`src/rtl/count_sequencer_if.sv`:
```
`default_nettype none
// ============================================================================
//  Module      : count_sequencer_if
//  Description : Control/status bundle between key inputs, count_sequencer
//                and the seven-segment decoder.
//  Revision    : 1.0  initial release
// ============================================================================
interface count_sequencer_if #(
    parameter int WIDTH = 4
);
    logic             start;
    logic             stop;
    logic             pause;
    logic [1:0]       speed;
    logic [WIDTH-1:0] load_val;
    logic [WIDTH-1:0] target;
`ifdef COUNT_DOWN_EN
    logic             dir;
`endif
    logic [WIDTH-1:0] count;
    logic             tick;
    logic             busy;
    logic             paused;
    logic             done;

    modport master (
`ifdef COUNT_DOWN_EN
        output dir,
`endif
        output start, stop, pause, speed, load_val, target,
        input  count, tick, busy, paused, done
    );

    modport slave (
`ifdef COUNT_DOWN_EN
        input  dir,
`endif
        input  start, stop, pause, speed, load_val, target,
        output count, tick, busy, paused, done
    );
endinterface
`default_nettype wire

```
`src/rtl/count_sequencer.sv`:
```
`default_nettype none
// ============================================================================
//  Module      : count_sequencer
//  Description : Sequences the display counter: load, advance at a prescaled
//                rate until target, with pause/stop/done. Optional down
//                counting is enabled by defining COUNT_DOWN_EN.
//  Revision    : 1.0  initial release
// ============================================================================
module count_sequencer #(
    parameter int          WIDTH = 4,
    parameter int          DIVW  = 26,
    parameter int unsigned DIV0  = 1,
    parameter int unsigned DIV1  = 5,
    parameter int unsigned DIV2  = 10,
    parameter int unsigned DIV3  = 20
) (
    input  logic            clock,
    input  logic            reset,
    count_sequencer_if.slave bus
);

    localparam logic [1:0] c_st_idle  = 2'd0;
    localparam logic [1:0] c_st_run   = 2'd1;
    localparam logic [1:0] c_st_pause = 2'd2;
    localparam logic [1:0] c_st_done  = 2'd3;

    logic [1:0]       r_state;
    logic [1:0]       w_state_nx;
    logic [DIVW-1:0]  r_presc;
    logic [DIVW-1:0]  w_presc_nx;
    logic [WIDTH-1:0] r_count;
    logic [WIDTH-1:0] w_count_nx;
    logic [WIDTH-1:0] w_count_step;
    logic             r_tick;
    logic             w_tick_nx;
    logic             r_done;
    logic             w_done_nx;
    logic             r_busy;
    logic             r_paused;
    logic [1:0]       r_speed;
    logic [WIDTH-1:0] r_target;
    logic             w_active;
    logic             w_accept;
    logic             w_run_en;
    logic             w_advance;
    logic             w_hit;

    function automatic logic [DIVW-1:0] f_reload(input logic [1:0] sel);
        case (sel)
            2'b00:   f_reload = DIVW'(DIV0 - 1);
            2'b01:   f_reload = DIVW'(DIV1 - 1);
            2'b10:   f_reload = DIVW'(DIV2 - 1);
            default: f_reload = DIVW'(DIV3 - 1);
        endcase
    endfunction

`ifdef COUNT_DOWN_EN
    logic r_dir;
    assign w_count_step = r_dir ? (r_count - WIDTH'(1)) : (r_count + WIDTH'(1));
`else
    assign w_count_step = r_count + WIDTH'(1);
`endif

    // Pause acts as a per-cycle enable, so released cycles count immediately.
    assign w_active  = (r_state == c_st_run) || (r_state == c_st_pause);
    assign w_accept  = ((r_state == c_st_idle) || (r_state == c_st_done)) &&
                       bus.start && !bus.stop;
    assign w_run_en  = w_active && !bus.stop && !bus.pause;
    assign w_advance = w_run_en && (r_presc == '0);
    assign w_hit     = w_advance && (w_count_step == r_target);

    always_ff @(posedge clock or posedge reset) begin
        if (reset) begin
            r_state <= c_st_idle;
        end else begin
            r_state <= w_state_nx;
        end
    end

    always_comb begin
        w_state_nx = r_state;
        case (r_state)
            c_st_idle: begin
                if (w_accept) w_state_nx = c_st_run;
            end
            c_st_run, c_st_pause: begin
                if (bus.stop)       w_state_nx = c_st_idle;
                else if (bus.pause) w_state_nx = c_st_pause;
                else if (w_hit)     w_state_nx = c_st_done;
                else                w_state_nx = c_st_run;
            end
            c_st_done: begin
                w_state_nx = w_accept ? c_st_run : c_st_idle;
            end
            default: w_state_nx = c_st_idle;
        endcase
    end

    always_comb begin
        w_presc_nx = r_presc;
        w_count_nx = r_count;
        w_tick_nx  = 1'b0;
        w_done_nx  = 1'b0;
        if (w_accept) begin
            w_count_nx = bus.load_val;
            w_presc_nx = f_reload(bus.speed);
        end else if (w_run_en) begin
            if (w_advance) begin
                w_presc_nx = f_reload(r_speed);
                w_count_nx = w_hit ? r_target : w_count_step;
                w_tick_nx  = 1'b1;
                w_done_nx  = w_hit;
            end else begin
                w_presc_nx = r_presc - DIVW'(1);
            end
        end
    end

    always_ff @(posedge clock or posedge reset) begin
        if (reset) begin
            r_presc  <= '0;
            r_count  <= '0;
            r_tick   <= 1'b0;
            r_done   <= 1'b0;
            r_busy   <= 1'b0;
            r_paused <= 1'b0;
            r_speed  <= 2'b00;
            r_target <= '0;
`ifdef COUNT_DOWN_EN
            r_dir    <= 1'b0;
`endif
        end else begin
            r_presc  <= w_presc_nx;
            r_count  <= w_count_nx;
            r_tick   <= w_tick_nx;
            r_done   <= w_done_nx;
            r_busy   <= (w_state_nx == c_st_run) || (w_state_nx == c_st_pause);
            r_paused <= (w_state_nx == c_st_pause);
            if (w_accept) begin
                r_speed  <= bus.speed;
                r_target <= bus.target;
`ifdef COUNT_DOWN_EN
                r_dir    <= bus.dir;
`endif
            end
        end
    end

    assign bus.count  = r_count;
    assign bus.tick   = r_tick;
    assign bus.busy   = r_busy;
    assign bus.paused = r_paused;
    assign bus.done   = r_done;

endmodule
`default_nettype wire

```
`src/flat_wrapper.sv`:
```
// flat-port wrapper written by rule: the top's interface ports become plain ports
module count_sequencer_flat 
#(
    parameter int          WIDTH = 4,
    parameter int          DIVW  = 26,
    parameter int unsigned DIV0  = 1,
    parameter int unsigned DIV1  = 5,
    parameter int unsigned DIV2  = 10,
    parameter int unsigned DIV3  = 20
)
  (clock, reset, bus_start, bus_stop, bus_pause, bus_speed, bus_load_val, bus_target, bus_count, bus_tick, bus_busy, bus_paused, bus_done);
  count_sequencer_if #(.WIDTH(WIDTH)) bus_i ();
  input  logic clock;
  input  logic reset;
  input wire logic [$bits(bus_i.start)-1:0] bus_start;
  input wire logic [$bits(bus_i.stop)-1:0] bus_stop;
  input wire logic [$bits(bus_i.pause)-1:0] bus_pause;
  input wire logic [$bits(bus_i.speed)-1:0] bus_speed;
  input wire logic [$bits(bus_i.load_val)-1:0] bus_load_val;
  input wire logic [$bits(bus_i.target)-1:0] bus_target;
  output wire logic [$bits(bus_i.count)-1:0] bus_count;
  output wire logic [$bits(bus_i.tick)-1:0] bus_tick;
  output wire logic [$bits(bus_i.busy)-1:0] bus_busy;
  output wire logic [$bits(bus_i.paused)-1:0] bus_paused;
  output wire logic [$bits(bus_i.done)-1:0] bus_done;
  assign bus_i.start = bus_start;
  assign bus_i.stop = bus_stop;
  assign bus_i.pause = bus_pause;
  assign bus_i.speed = bus_speed;
  assign bus_i.load_val = bus_load_val;
  assign bus_i.target = bus_target;
  assign bus_count = bus_i.count;
  assign bus_tick = bus_i.tick;
  assign bus_busy = bus_i.busy;
  assign bus_paused = bus_i.paused;
  assign bus_done = bus_i.done;
  count_sequencer #(.WIDTH(WIDTH), .DIVW(DIVW), .DIV0(DIV0), .DIV1(DIV1), .DIV2(DIV2), .DIV3(DIV3)) u_core (.clock(clock), .reset(reset), .bus(bus_i));
endmodule
```
`config.mk`:
```
export PLATFORM = sky130hd
export DESIGN_NAME = count_sequencer_flat
export DESIGN_NICKNAME = d
export VERILOG_FILES = /design/src/rtl/count_sequencer_if.sv /design/src/rtl/count_sequencer.sv /design/src/flat_wrapper.sv
export SDC_FILE = /design/constraint.sdc
export NUM_CORES = 1
export LEC_CHECK = 0
export CORE_MARGIN = 2
export CORE_UTILIZATION = 30
export DETAILED_ROUTE_END_ITERATION = 10
export PLACE_DENSITY = 0.52
export SYNTH_ARGS = -nofsm -noshare
export SYNTH_HDL_FRONTEND = slang
export SYNTH_SLANG_ARGS = --single-unit
```
`constraint.sdc`:
```
create_clock -name clock -period 7.4 [get_ports clock]
set_input_delay 1.11 -clock clock [delete_from_list [all_inputs] [get_ports clock]]
set_output_delay 1.11 -clock clock [all_outputs]
set_load 0.1 [all_outputs]
```
==> impl_results.md, run 1 <==
- Status: completed
- Slew at the pin closest to its max-slew limit: 0.978 ns
- Post-layout util: 36.8%
- Syn nets: 256
- Relative slew slack: 34.6%
- Largest net degree at the start of global routing: 43
- Synth-to-Final Area Change: 18.7%
- Yosys warns: 0
- Area of the multi-input gates: 0.00112 mm2
- Critical Path RT: 7.57 ns
- Final count of hold timing violations: 0
- Hold Crit Class: flop to flop
- Most common cell in the netlist: dfrtp_1
- Die ar.: 0.00820 mm2
- Final Cell Area: 0.00267 mm2
- Global-route wire length before repair: 8.26 mm
- Worst Skew: 0.00553 ns
- Top FF cell, synth: dfrtp_1
- Critical Path Fanout Max: 27
- Post-Syn Area per Cell: 9.52 um2
- Endpoints failing setup: 0
- Unique masters post-synth: 45
- Io pins: 23
- Gpl congestion: 0.813
- Initial antenna violation count: 0
- Setup CP Type: input pin to flop
- Avg WL per Cell: 13.3 um
- CP bufs+invs: 1
- Number of synthesized flops with an enable pin: 0
- CTS tree: done
- Total track usage: 12.6%
- Via density: 4.82
- Hold WS: 0.499 ns
- Clock Path Buffers: 2
- CTS buffer count: 5
- Vias in the first global route: 1,720
- Cells after Synth: 236
- CORE AREA: 0.00725 mm2
- DR pass1 iterations: 4
- Htree depth: 2
- Initial Util: 31.0%
- Post-DP HPWL: 3.35 mm
- Most frequent cells after synthesis: dfrtp_1 (42), nor2_1 (29), nand2_1 (25), xor2_1 (17)
- Clock sinks: 42
- Synthesized area: 0.00225 mm2
- Leakage Power: 1.16 nW
- Post-DRT Antenna Nets: 0
- Top cells by area, synth: dfrtp_1 (47%), xor2_1 (6.6%), nor2_1 (4.8%)
- RSZ-0062 raised after global routing: no
- Overflow after GRT: 0
- Nets@finish: 280
- 1st-iter DRT viols: 57
- Die width: 90.5 um
- Period minus WS final: 3.59 ns
- Synthesized flop and latch total: 42
- Register Area: 0.00105 mm2
- Max Slew Vio Count: 0
- Final WL: 4.78 mm
- Crit path largest cell delay: 0.89 ns
- Crit share post-route: 48.5%
- Post-DP Area: 0.00257 mm2
- CP Cell Sequence: clkdlybuf4s50_1, nor3b_1, a41o_1, nor3_1, or4b_1
- Slowest-stage cell, CP: a41o_1
- FP Rows: 31
- Delay-heaviest family, CP: simple AND/OR/NAND/NOR gates
- Die Span Y: 90.5 um
- VDD IR max: 0.105 mV
- Fillers: 765
- Max-cap violations: 0
- Vias post-DR: 1,734
- Yosys top cell area share: 46.8%
- Worst setup margin: 3.81 ns
- Pre-CTS WS: 3.45 ns
- Root buf cell: clkbuf_8
- Worst Setup End Kind: flop
- Max Freq: 0.279 GHz
- Post_cts resized: 0
- N_diodes: 0
- Clk slew on worst S/H paths: 0.08 ns
- Sum Neg Setup Slack: 0 ns
- Post-synth ARST share: 100%
- Critical Path AT: 3.76 ns
- CP Launch Type: input pin
- Largest area contributor in the netlist: dfrtp_1
- Seq/Total Area, Yosys: 46.8%
- Post-CTS Setup Inserts: 0
- DRC: 0
- Hold buffers post-CTS: 0
- Latest clock arrival within the worst-skew pair: 0.29 ns
- Pwr dens: 449 mW/mm2
- PortBufs: 22
- Layout cells sized above 1: 7.28%
state kept, by name (all words and copies together), names as in the netlist:
signal             cells
u_core.r_presc        26
u_core.r_speed         2
u_core.bus.count       4
u_core.bus.done        1
u_core.bus.busy        1
u_core.bus.tick        1
u_core.bus.paused      1
u_core.r_target        4
u_core.r_state         2
routing by layer:
| metal | routed length, um | part of all wire [%] | global-route usage, % | vias up |
|---|---|---|---|---|
| met1 | 2380 | 50 | 16.2 | 823 |
| li1 | - | - | - | 872 |
| met5 | 0 | 0 | 0 | - |
| met4 | 39 | 0.82 | 3.72 | 0 |
| met2 | 2140 | 45 | 20.2 | 33 |
| met3 | 219 | 4.6 | 3.92 | 6 |
per-stage QoR:
stage / total power [mW] / cells
finish: 1.20 / 360
global route: 1.31 / 360
CTS: 1.21 / 360
detailed placement: 1.05 / 352
global placement: 1.05 / 352
floorplan: 0.907 / 236
final cells by class:
class	count	area share, %
Multi-Input combinational cell	175	41.9
Sequential cell	42	39.4
Timing Repair Buffer	24	8.82
Tap cell	99	4.64
Clock buffer	6	3.10
Inverter	12	1.69
Clock inverter	2	0.469
cells by family after synthesis:
family	after synthesis	share of synthesized area (%)
compound gates	40	12.4
xor+xnor	24	9.35
fa+ha+maj	5	2.78
buf+inv	19	3.51
flops	42	46.8
mux	1	0.445
simple gates	105	24.7
where the power goes:
| part | internal (mW) | total, mW | leakage (nW) | switching (mW) |
|---|---|---|---|---|
| clock network | 0.0751 | 0.156 | 0.0472 | 0.0808 |
| logic | 0.221 | 0.626 | 0.561 | 0.406 |
| registers | 0.325 | 0.416 | 0.553 | 0.0916 |
worst paths after layout:
check	start	cells past startpoint	slack, ns	end
hold reg to reg	u_core.r_target[1]$_DFFE_PP0P_	2	0.50	u_core.r_target[1]$_DFFE_PP0P_
hold / removal	u_core.r_target[1]$_DFFE_PP0P_	2	0.50	u_core.r_target[1]$_DFFE_PP0P_
max in group asynchronous	reset	3	5.77	u_core.r_presc[18]$_DFFE_PP0P_
min in group asynchronous	reset	3	1.25	u_core.bus.count[0]$_DFFE_PP0P_
setup / recovery	bus_stop	5	3.81	u_core.r_presc[2]$_DFFE_PP0P_
setup reg to reg	u_core.r_presc[0]$_DFFE_PP0P_	7	4.34	u_core.r_presc[2]$_DFFE_PP0P_
worst reg2reg max path: stages, from the launching register on:
cell and delay (ns):
dfrtp_1 0.41, inv_1 0.06, ha_1 0.21, or4b_4 0.54
nor4_4 0.25, a41o_1 0.85, nor3_1 0.09, or4b_1 0.53
placed cells by master (no fill, tap or decap), types with 2 or more instances in the layout:
cell type        netlist  routed
nand3_1                7       7
or2_2                  2       2
dfrtp_1               42      42
nor3_1                 8       8
buf_4                  0       2
nand2_1               25      25
nand4b_1               2       2
o21ai_0                9       9
nand2b_1               2       2
ha_1                   5       5
clkbuf_8               0       6
clkdlybuf4s50_1        0      22
nor3b_1                3       3
nor2_1                29      29
a22oi_1                3       3
or4_1                  4       4
nor2b_1                3       3
xor2_1                17      17
a211oi_1               3       3
inv_1                 11      11
a21oi_1               11      11
o21a_1                 2       2
o31ai_1                2       2
or3_1                  3       3
xnor2_1                7       7
nand4_1                5       5
o311ai_0               2       2
nand3b_1               4       4
Note: power is estimated with default switching activity, not from simulation.
==> inputs of run 2 (changes only) <==
--- a/config.mk
+++ b/config.mk
@@ -8,7 +8,7 @@
 export CORE_MARGIN = 2
 export CORE_UTILIZATION = 30
 export DETAILED_ROUTE_END_ITERATION = 10
-export PLACE_DENSITY = 0.52
+export PLACE_DENSITY = 0.53
 export SYNTH_ARGS = -nofsm -noshare
 export SYNTH_HDL_FRONTEND = slang
 export SYNTH_SLANG_ARGS = --single-unit
==> constraint.sdc (replaced) <==
create_clock -name clock -period 3 [get_ports clock]
set_input_delay 0.45 -clock clock [delete_from_list [all_inputs] [get_ports clock]]
set_output_delay 0.45 -clock clock [all_outputs]
set_load 0.1 [all_outputs]
==> run 2 against run 1 <==
  * Count of clock-buffer cells in the layout is 1 lower
  * Clock skew is 0.0022 ns higher
  * Register-to-register slack worse by 3.7 ns
  * Flip-flop and latch count stayed put
  * Routed wire length is 1.3% lower
  * Final cell count is 2.2% higher
  * Critical path type is now flop to flop
==> impl_results.md, run 2 (synthesis results as in run 1) <==
- Initial Util: 31.0%
- Post-DRT Antenna Nets: 0
- Total track usage: 12.5%
- Largest register FFs: 26
- Area of the multi-input gates: 0.00112 mm2
- Clock Path Buffers: 2
- Post-CTS Setup Inserts: 0
- Crit share post-route: 79.1%
- Hold Crit Class: flop to flop
- Gpl congestion: 0.795
- Final count of hold timing violations: 0
- Avg WL per Cell: 12.8 um
- Relative slew slack: 52.0%
- Worst Setup End Kind: flop
- 1st-iter DRT viols: 47
- Htree depth: 2
- Worst hold start: u_core.r_target[1]$_DFFE_PP0P_
- Final WL: 4.72 mm
- VDD IR max: 0.316 mV
- Status: completed
- Setup CP Type: flop to flop
- Initial antenna violation count: 0
- DRC: 0
- Worst Skew: 0.00770 ns
- Critical Path Fanout Max: 5
- RSZ-0062 raised after global routing: no
- Overflow after GRT: 0
- Worst Setup SP: u_core.r_presc[0]$_DFFE_PP0P_
- Leading cell type in the layout, fill and taps excluded: dfrtp_1
- Largest net degree at the start of global routing: 27
- Critical Path AT: 2.59 ns
- Critical Path RT: 3.22 ns
- Vias in the first global route: 1,748
- Hold buffers post-CTS: 0
- Global-route wire length before repair: 8.32 mm
- Max Slew Vio Count: 0
- Post-DP HPWL: 3.34 mm
- Post_cts resized: 0
- N_diodes: 0
- Post-layout util: 38.1%
- CORE AREA: 0.00725 mm2
- Nets@finish: 288
- Reg2Reg Launch Point: u_core.r_presc[0]$_DFFE_PP0P_
- Sum Neg Setup Slack: 0 ns
- Leakage Power: 1.24 nW
- Clk slew on worst S/H paths: 0.09 ns
- Die Span Y: 90.5 um
- Most frequent cells in the layout: dfrtp_1 (42), nor2_1 (29), nand2_1 (25), xor2_1 (17), buf_4 (17)
- CTS buffer count: 5
- Pre-CTS WS: 0.566 ns
- Die ar.: 0.00820 mm2
- Pwr dens: 1150 mW/mm2
- Max Freq: 0.421 GHz
- CP Launch Type: flop
- Layout cells sized above 1: 13.0%
- Latest clock arrival within the worst-skew pair: 0.30 ns
- Synth-to-Final Area Change: 22.9%
- Slew at the pin closest to its max-slew limit: 0.719 ns
- Die width: 90.5 um
- Fillers: 742
- Period minus WS final: 2.37 ns
- FP Rows: 31
- PortBufs: 22
- Clock sinks: 42
- Worst setup margin: 0.627 ns
- Register Area: 0.00105 mm2
- CTS tree: done
- PnR Total Power: 3.19 mW
- Biggest register: u_core.r_presc
- Via density: 4.80
- Vias post-DR: 1,765
- DR pass1 iterations: 4
- Max-cap violations: 0
- Endpoints failing setup: 0
- Root buf cell: clkbuf_8
- Io pins: 23
==> run 2: area by class of cell <==
type	count	area share [%]
well taps	99	4.48
repair buffers	32	10.4
multi-input cells	175	40.4
inverters	12	1.63
clock inverters	3	2.49
clock buffers	5	2.49
flip-flops and latches	42	38.0
==> run 2: per-layer routing <==
metal  wire (um)  vias up  global-route usage (%)
li1            -      889                       -
met1        2330      848                    16.3
met2        2140       23                    20.2
met3         177        5                    3.51
met4          65        0                    3.85
met5           0        -                       0
==> run 2: worst paths after layout <==
check / slack, ns / cells after the start / endpoint
hold reg to reg: 0.50 / 2 / u_core.r_target[1]$_DFFE_PP0P_
hold / removal: 0.50 / 2 / u_core.r_target[1]$_DFFE_PP0P_
min in group asynchronous: 0.56 / 2 / u_core.bus.count[0]$_DFFE_PP0P_
max in group asynchronous: 1.85 / 3 / u_core.r_presc[16]$_DFFE_PP0P_
setup / recovery: 0.63 / 7 / u_core.r_presc[18]$_DFFE_PP0P_
setup reg to reg: 0.63 / 7 / u_core.r_presc[18]$_DFFE_PP0P_
==> run 2: report_power, final <==
part / leakage [nW] / switching [mW] / total [mW] / internal (mW)
Sequential: 0.553 / 0.224 / 1.02 / 0.800
Clock: 0.0683 / 0.211 / 0.544 / 0.334
Combinational: 0.617 / 1.02 / 1.62 / 0.602
==> run 2: worst max-delay path: stages, from the launching register on <==
cell,delay [ns]
dfrtp_1,0.41
inv_1,0.06
ha_1,0.19
or4b_4,0.52
a211oi_2,0.29
nand3_1,0.22
or4_1,0.44
a21oi_1,0.15
==> run 2: per-stage QoR <==
| stage | instances | hold WS (ns) | instance area [um2] |
|---|---|---|---|
| floorplan | 236 | 0.465 | 2250 |
| global placement | 360 | 0.485 | 2630 |
| detailed placement | 360 | 0.486 | 2630 |
| CTS | 368 | 0.508 | 2760 |
| global route | 368 | 0.531 | 2760 |
| finish | 368 | 0.498 | 2760 |
